File: src/rtl/ifu_pkg.sv
// Shared types and defaults for the instruction fetch unit.
package ifu_pkg;

  localparam logic [31:0] PC_RESET_DEFAULT = 32'h0000_3000;
  localparam int unsigned IM_AW_DEFAULT    = 10;
  localparam int unsigned WORD_BYTES       = 4;
  localparam int unsigned Q_DEPTH          = 2;

  typedef enum logic [1:0] {
    FETCH = 2'd0,
    HOLD  = 2'd1,
    FAULT = 2'd2
  } fetch_state_t;

  typedef struct packed {
    logic [31:0] pc;
    logic [31:0] instr;
  } fetch_entry_t;

  // Sequential PC successor, wrapping modulo 2^32.
  function automatic logic [31:0] next_pc(input logic [31:0] pc);
    return pc + 32'(WORD_BYTES);
  endfunction

endpackage

File: src/rtl/ifu_fetch_q2.sv
// Two-entry fetch queue. The head entry is held in its own register so the
// decode-facing payload comes straight from flops; slot1 backs it up.
module ifu_fetch_q2
  import ifu_pkg::*;
(
  input  logic         clk,
  input  logic         reset,
  input  logic         push,
  input  logic         pop,
  input  logic         flush,
  input  fetch_entry_t din,
  output fetch_entry_t head,
  output logic [1:0]   count
);

  localparam logic [1:0] FULL = 2'(Q_DEPTH);

  fetch_entry_t slot1;
  logic         do_pop;
  logic         do_push;

  // A pop needs data; a push needs room unless a pop frees it in the same cycle.
  always_comb begin
    do_pop  = pop && (count != 2'd0);
    do_push = push && ((count != FULL) || do_pop);
  end

  // Queue storage; on flush the data is kept so the outputs hold their value.
  always_ff @(posedge clk) begin
    if (reset) begin
      count <= 2'd0;
      head  <= '0;
      slot1 <= '0;
    end else if (flush) begin
      count <= 2'd0;
    end else begin
      case ({do_push, do_pop})
        2'b10: begin
          if (count == 2'd0) head  <= din;
          else               slot1 <= din;
          count <= count + 2'd1;
        end
        2'b01: begin
          if (count == FULL) head <= slot1;
          count <= count - 2'd1;
        end
        2'b11: begin
          if (count == FULL) begin
            head  <= slot1;
            slot1 <= din;
          end else begin
            head  <= din;
          end
        end
        default: ;
      endcase
    end
  end

endmodule

File: src/rtl/ifu_fetch.sv
// Instruction fetch initiator: owns the PC, addresses the combinational
// instruction memory, and queues {pc, instr} pairs toward decode.
// Optional build macro: IFU_FETCH_BOUNDS_CHECK_EN enables the sticky
// out-of-window / misaligned fetch fault.
module ifu_fetch
  import ifu_pkg::*;
#(
  parameter logic [31:0] PC_RESET = PC_RESET_DEFAULT,
  parameter int unsigned IM_AW    = IM_AW_DEFAULT
) (
  input  logic             clk,
  input  logic             reset,
  output logic [IM_AW-1:0] im_addr,
  input  logic [31:0]      im_instr,
  input  logic             redirect_en,
  input  logic [31:0]      redirect_pc,
  output logic             out_valid,
  input  logic             out_ready,
  output logic [31:0]      out_instr,
  output logic [31:0]      out_pc,
  output logic             fetch_fault
);

  fetch_state_t     state;
  fetch_state_t     state_n;
  logic [31:0]      pc;
  logic [31:0]      pc_n;
  logic [IM_AW-1:0] im_addr_n;
  logic             redirect_take;
  logic             pop_c;
  logic             want_push;
  logic             push_c;
  fetch_entry_t     q_din;
  fetch_entry_t     q_head;
  logic [1:0]       q_count;

`ifdef IFU_FETCH_BOUNDS_CHECK_EN
  localparam logic [31:0] WINDOW_BYTES = 32'(WORD_BYTES) << IM_AW;
  logic bad_pc;
  logic fault_n;
`endif

  assign out_valid = (q_count != 2'd0);
  assign out_pc    = q_head.pc;
  assign out_instr = q_head.instr;
  assign q_din     = '{pc: pc, instr: im_instr};

  // Next-state, PC and queue control; redirect outranks push and pop.
  always_comb begin
    state_n       = state;
    pc_n          = pc;
    redirect_take = redirect_en;
    pop_c         = 1'b0;
    want_push     = 1'b0;
    push_c        = 1'b0;
`ifdef IFU_FETCH_BOUNDS_CHECK_EN
    fault_n       = fetch_fault;
    redirect_take = redirect_en && (state != FAULT);
    bad_pc        = (pc[1:0] != 2'b00) || ((pc - PC_RESET) >= WINDOW_BYTES);
`endif
    pop_c     = out_valid && out_ready && !redirect_take;
    want_push = !redirect_take && (state != FAULT) &&
                ((q_count != 2'd2) || pop_c);
`ifdef IFU_FETCH_BOUNDS_CHECK_EN
    push_c    = want_push && !bad_pc;
`else
    push_c    = want_push;
`endif

    if (redirect_take) begin
      pc_n    = redirect_pc;
      state_n = FETCH;
`ifdef IFU_FETCH_BOUNDS_CHECK_EN
    end else if (want_push && bad_pc) begin
      state_n = FAULT;
      fault_n = 1'b1;
`endif
    end else if (state != FAULT) begin
      if (push_c) pc_n = next_pc(pc);
      if (((q_count == 2'd2) && !pop_c) ||
          ((q_count == 2'd1) && push_c && !pop_c)) state_n = HOLD;
      else                                         state_n = FETCH;
    end

    im_addr_n = IM_AW'((pc_n - PC_RESET) >> 2);
  end

  // State, PC and the registered memory address.
  always_ff @(posedge clk) begin
    if (reset) begin
      state   <= FETCH;
      pc      <= PC_RESET;
      im_addr <= '0;
    end else begin
      state   <= state_n;
      pc      <= pc_n;
      im_addr <= im_addr_n;
    end
  end

`ifdef IFU_FETCH_BOUNDS_CHECK_EN
  // Sticky fault flag, cleared only by reset.
  always_ff @(posedge clk) begin
    if (reset) fetch_fault <= 1'b0;
    else       fetch_fault <= fault_n;
  end
`else
  assign fetch_fault = 1'b0;
`endif

  ifu_fetch_q2 u_q (
    .clk   (clk),
    .reset (reset),
    .push  (push_c),
    .pop   (pop_c),
    .flush (redirect_take),
    .din   (q_din),
    .head  (q_head),
    .count (q_count)
  );

endmodule
File: config.mk
export PLATFORM = sky130hd
export DESIGN_NAME = ifu_fetch
export DESIGN_NICKNAME = d
export VERILOG_FILES = /design/src/rtl/ifu_pkg.sv /design/src/rtl/ifu_fetch_q2.sv /design/src/rtl/ifu_fetch.sv
export SDC_FILE = /design/constraint.sdc
export NUM_CORES = 1
export LEC_CHECK = 0
export ABC_AREA = 1
export CAP_MARGIN = 20
export CORE_ASPECT_RATIO = 0.5
export CORE_MARGIN = 2
export CORE_UTILIZATION = 50
export CTS_CLUSTER_DIAMETER = 120
export CTS_CLUSTER_SIZE = 12
export DETAILED_ROUTE_END_ITERATION = 10
export PLACE_DENSITY = 0.77
export SYNTH_ARGS = -nofsm -noshare
export SYNTH_HDL_FRONTEND = slang
export SYNTH_SLANG_ARGS = --single-unit
File: constraint.sdc
create_clock -name clk -period 3.35 [get_ports clk]
set_input_delay 0.67 -clock clk [delete_from_list [all_inputs] [get_ports clk]]
set_output_delay 0.67 -clock clk [all_outputs]
set_load 0.02 [all_outputs]
==> impl_metrics.toml <==
[status]
outcome = "complete, no violations"

[critical_path]
cp_max_fo = 39
rr_worst_depth = 15
slowest_delay_ns = 0.59
required_ns = 3.65
path_class = "primary input to flip-flop"
reg2reg_setup_slack_ns = 0.80
cpLargestDelayFamily = "buffers and inverters"
critPathArrivalTime_ns = 3.13
cp-start-kind = "primary input"
r2r_start = "u_q.count[0]$_SDFFE_PP0P_"
path_cells = "clkdlybuf4s50_1, clkinv_2, nand3_4, nand2_4, nand2_4, inv_1, ha_1, a21oi_4, buf_4, o22ai_1, o21ai_1, nor2_1"
cp_num_buf_inv = 4
startpoint = "redirect_en"
cp_common_cell = "nand2_4"
endpoint_kind = "flip-flop"
cpMaxStageDelayCell = "clkdlybuf4s50_1"
worstReg2RegEnd = "u_q.slot1[24]$_SDFFE_PP0P_"

[placement]
globalplace.congestion = 0.915
portBuffers = 142
hpwl_mm = 14.2
dp_slack_ns = 0.144

[synthesis]
synth_nets = 1181
avgSynthCellArea_um2 = 6.93
syn-cell-area_um2 = 7670
synthCells = 1107
synth-seq-cells = 162
synth_warnings = 0
yosys.cell_types.count = 34
yosysSeqAreaShare_pct = 42.3

[pwr]
leakage_nw = 3.79
max-vdd-ir-drop_mv = 0.403
power_mw = 5.13
power_density_nw_per_um2 = 525

[worst_hold_path]
min_path_cells = 2
hp-start = "u_q.slot1[31]$_SDFFE_PP0P_"
hold_path_class = "flip-flop to flip-flop"
min_to = "u_q.slot1[31]$_SDFFE_PP0P_"

[sta]
tightest_slew_ns = 0.605
fin_skew_ns = 0.0119
clock.fmax_mhz = 354
tns_ns = 0
fin_hold_ws_ns = 0.453
layout_setup_ws_ns = 0.522
drv_slew = 0
finalHoldViolCount = 0
relSlewSlack_pct = 59.6
period_needed_ns = 2.83
rsz0062_at_grt = "no"
fin_crit_sh_pct = 84.4
setup_viol = 0

[routing]
drc = 0
highest_layer = "met4"
wl_per_cell_um = 15.3
dr.pass1.iters = 6
wl_met2_mm = 9.84
wl_met1_mm = 9.87
vias_per_cell = 5.50
dr_wl_met3_mm = 1.50
dr_total_vias = 7777
drt-initial-drc-count = 735
drtAntennaViolNets = 0
routed_wl_mm = 21.6

[clocking]
clk_latency_ns = 0.42
cts-resized-gates = 0
cts_sinks = 162
clockBufferDepth = 2
cts_setup_buffers = 0
ctsHoldBuffers = 0
cts_buffers = 17
ctsHtreeMaxLevel = 4
clk_pin_slew_ns = 0.06
cts_tree = "done"
cts_root_buf = "clkbuf_16"

[grt]
grt_max_degree = 60
grt.overflow.total = 0
antenna_found_initial = 0
grt_pass1_wl_mm = 35.3
grt_pass1_vias = 7103
track_usage_pct = 26.6

[die]
io_pins = 144
initial_core_util_pct = 52.0
die_area_um2 = 16400
core_um2 = 14700
fp-row-count = 31
die_h_um = 91.6
fp.dieW_um = 179

[job]
max-cap-violations = 0

[cells_and_area]
area_delta_synth_final_pct = 27.6
drive_gt1_share_pct = 5.59
nets = 1278
antenna_cells = 0
## cells by family after synthesis
kind of cell               after synthesis  share of synthesized area, %
other                                    1                        0.0489
AOI/OAI and AO/OA                      372                          26.3
adders and majority gates                6                         0.979
xor gates and xnor gates                 5                         0.571
DFF                                    162                          42.3
buffers and inverters                  209                          11.3
and+or+nand+nor                        352                          18.5
## per-layer routing
layer  vias up  track usage (%)
met2       328             42.4
met4         0             8.74
met3        43             4.10
met1      3532             36.7
met5         -                0
li1       3874                -
## report_power, final
| part | internal, mW | switching, mW | leakage, nW |
|---|---|---|---|
| registers | 2.10 | 0.111 | 1.34 |
| logic | 0.430 | 0.558 | 2.18 |
| clock network | 1.07 | 0.865 | 0.275 |
| total | 3.60 | 1.53 | 3.79 |
## flip-flops by register name (all words and copies together) (netlist names)
name and flops:
pc 22, u_q.head 64, u_q.slot1 64, u_q.count 2, im_addr 10
## cells in the mapped netlist (all sizes together)
master,count,area share [%]
conb,1,0.049
buf,27,2.4
o21ai,146,9.7
inv,121,5.9
nand4,5,0.41
a211oi,3,0.29
nor2,119,5.8
a311oi,1,0.11
o221ai,2,0.23
o22ai,53,4.3
dfxtp,162,42
ha,6,0.98
clkinv,2,0.11
nor3,3,0.20
o32ai,11,1.3
a21oi,149,9.8
o211ai,2,0.20
xor2,5,0.57
or2,1,0.082
nand2,185,9.3
nand3,39,2.7
clkbuf,59,2.9
a31oi,5,0.41
## layout make-up
cell class,count,area (um^2)
Fill cell,1333,4950
Multi-Input combinational cell,736,3580
Sequential cell,162,3240
Timing Repair Buffer,164,1660
Inverter,123,464
Clock buffer,18,439
Tap cell,198,248
Clock inverter,14,145
## worst register-to-register path, delay by kind of cell, from the launching register on
kind | cells | cell delay [ns]
AO/OA/AOI/OAI | 3 | 0.40
adder cells (fa/ha/maj) | 2 | 0.55
buffers and inverters | 5 | 0.65
flip-flops | 1 | 0.36
AND/OR/NAND/NOR | 5 | 0.54
## how the worst max path moves through the flow
stage	end	slack, ns	depth (start not counted)
finish	u_q.head[4]$_SDFFE_PP0P_	0.52	12
global placement	u_q.head[23]$_SDFFE_PP0P_	0.25	12
floorplan	u_q.slot1[0]$_SDFFE_PP0P_	0.27	15
CTS	u_q.head[19]$_SDFFE_PP0P_	0.57	12
global route	u_q.head[17]$_SDFFE_PP0P_	0.34	12
detailed placement	u_q.head[19]$_SDFFE_PP0P_	0.14	12
## stage by stage
stage               utilization, %  cells  instance area, um^2
floorplan                        -   1107                 7670
global placement              62.4   1383                 9200
detailed placement            62.4   1383                 9200
CTS                           66.4   1415                 9790
global route                  66.4   1415                 9790
finish                        66.4   1415                 9790
## layout by cell type, fill, tap and decap left out, types with 5 or more instances in the layout
cell type / synthesis / layout
nor2_1: 119 / 118
xor2_1: 5 / 5
a31oi_1: 5 / 5
dfxtp_1: 162 / 162
o22ai_1: 53 / 53
o21ai_0: 124 / 124
buf_12: 0 / 6
o32ai_1: 11 / 11
clkbuf_16: 0 / 17
a21oi_1: 148 / 147
ha_1: 6 / 6
nand4_1: 5 / 5
nand2_1: 182 / 181
nand3_1: 38 / 38
inv_1: 120 / 118
buf_4: 11 / 16
o21ai_1: 21 / 21
clkdlybuf4s50_1: 0 / 142
Note: power is estimated with default switching activity, not from simulation.
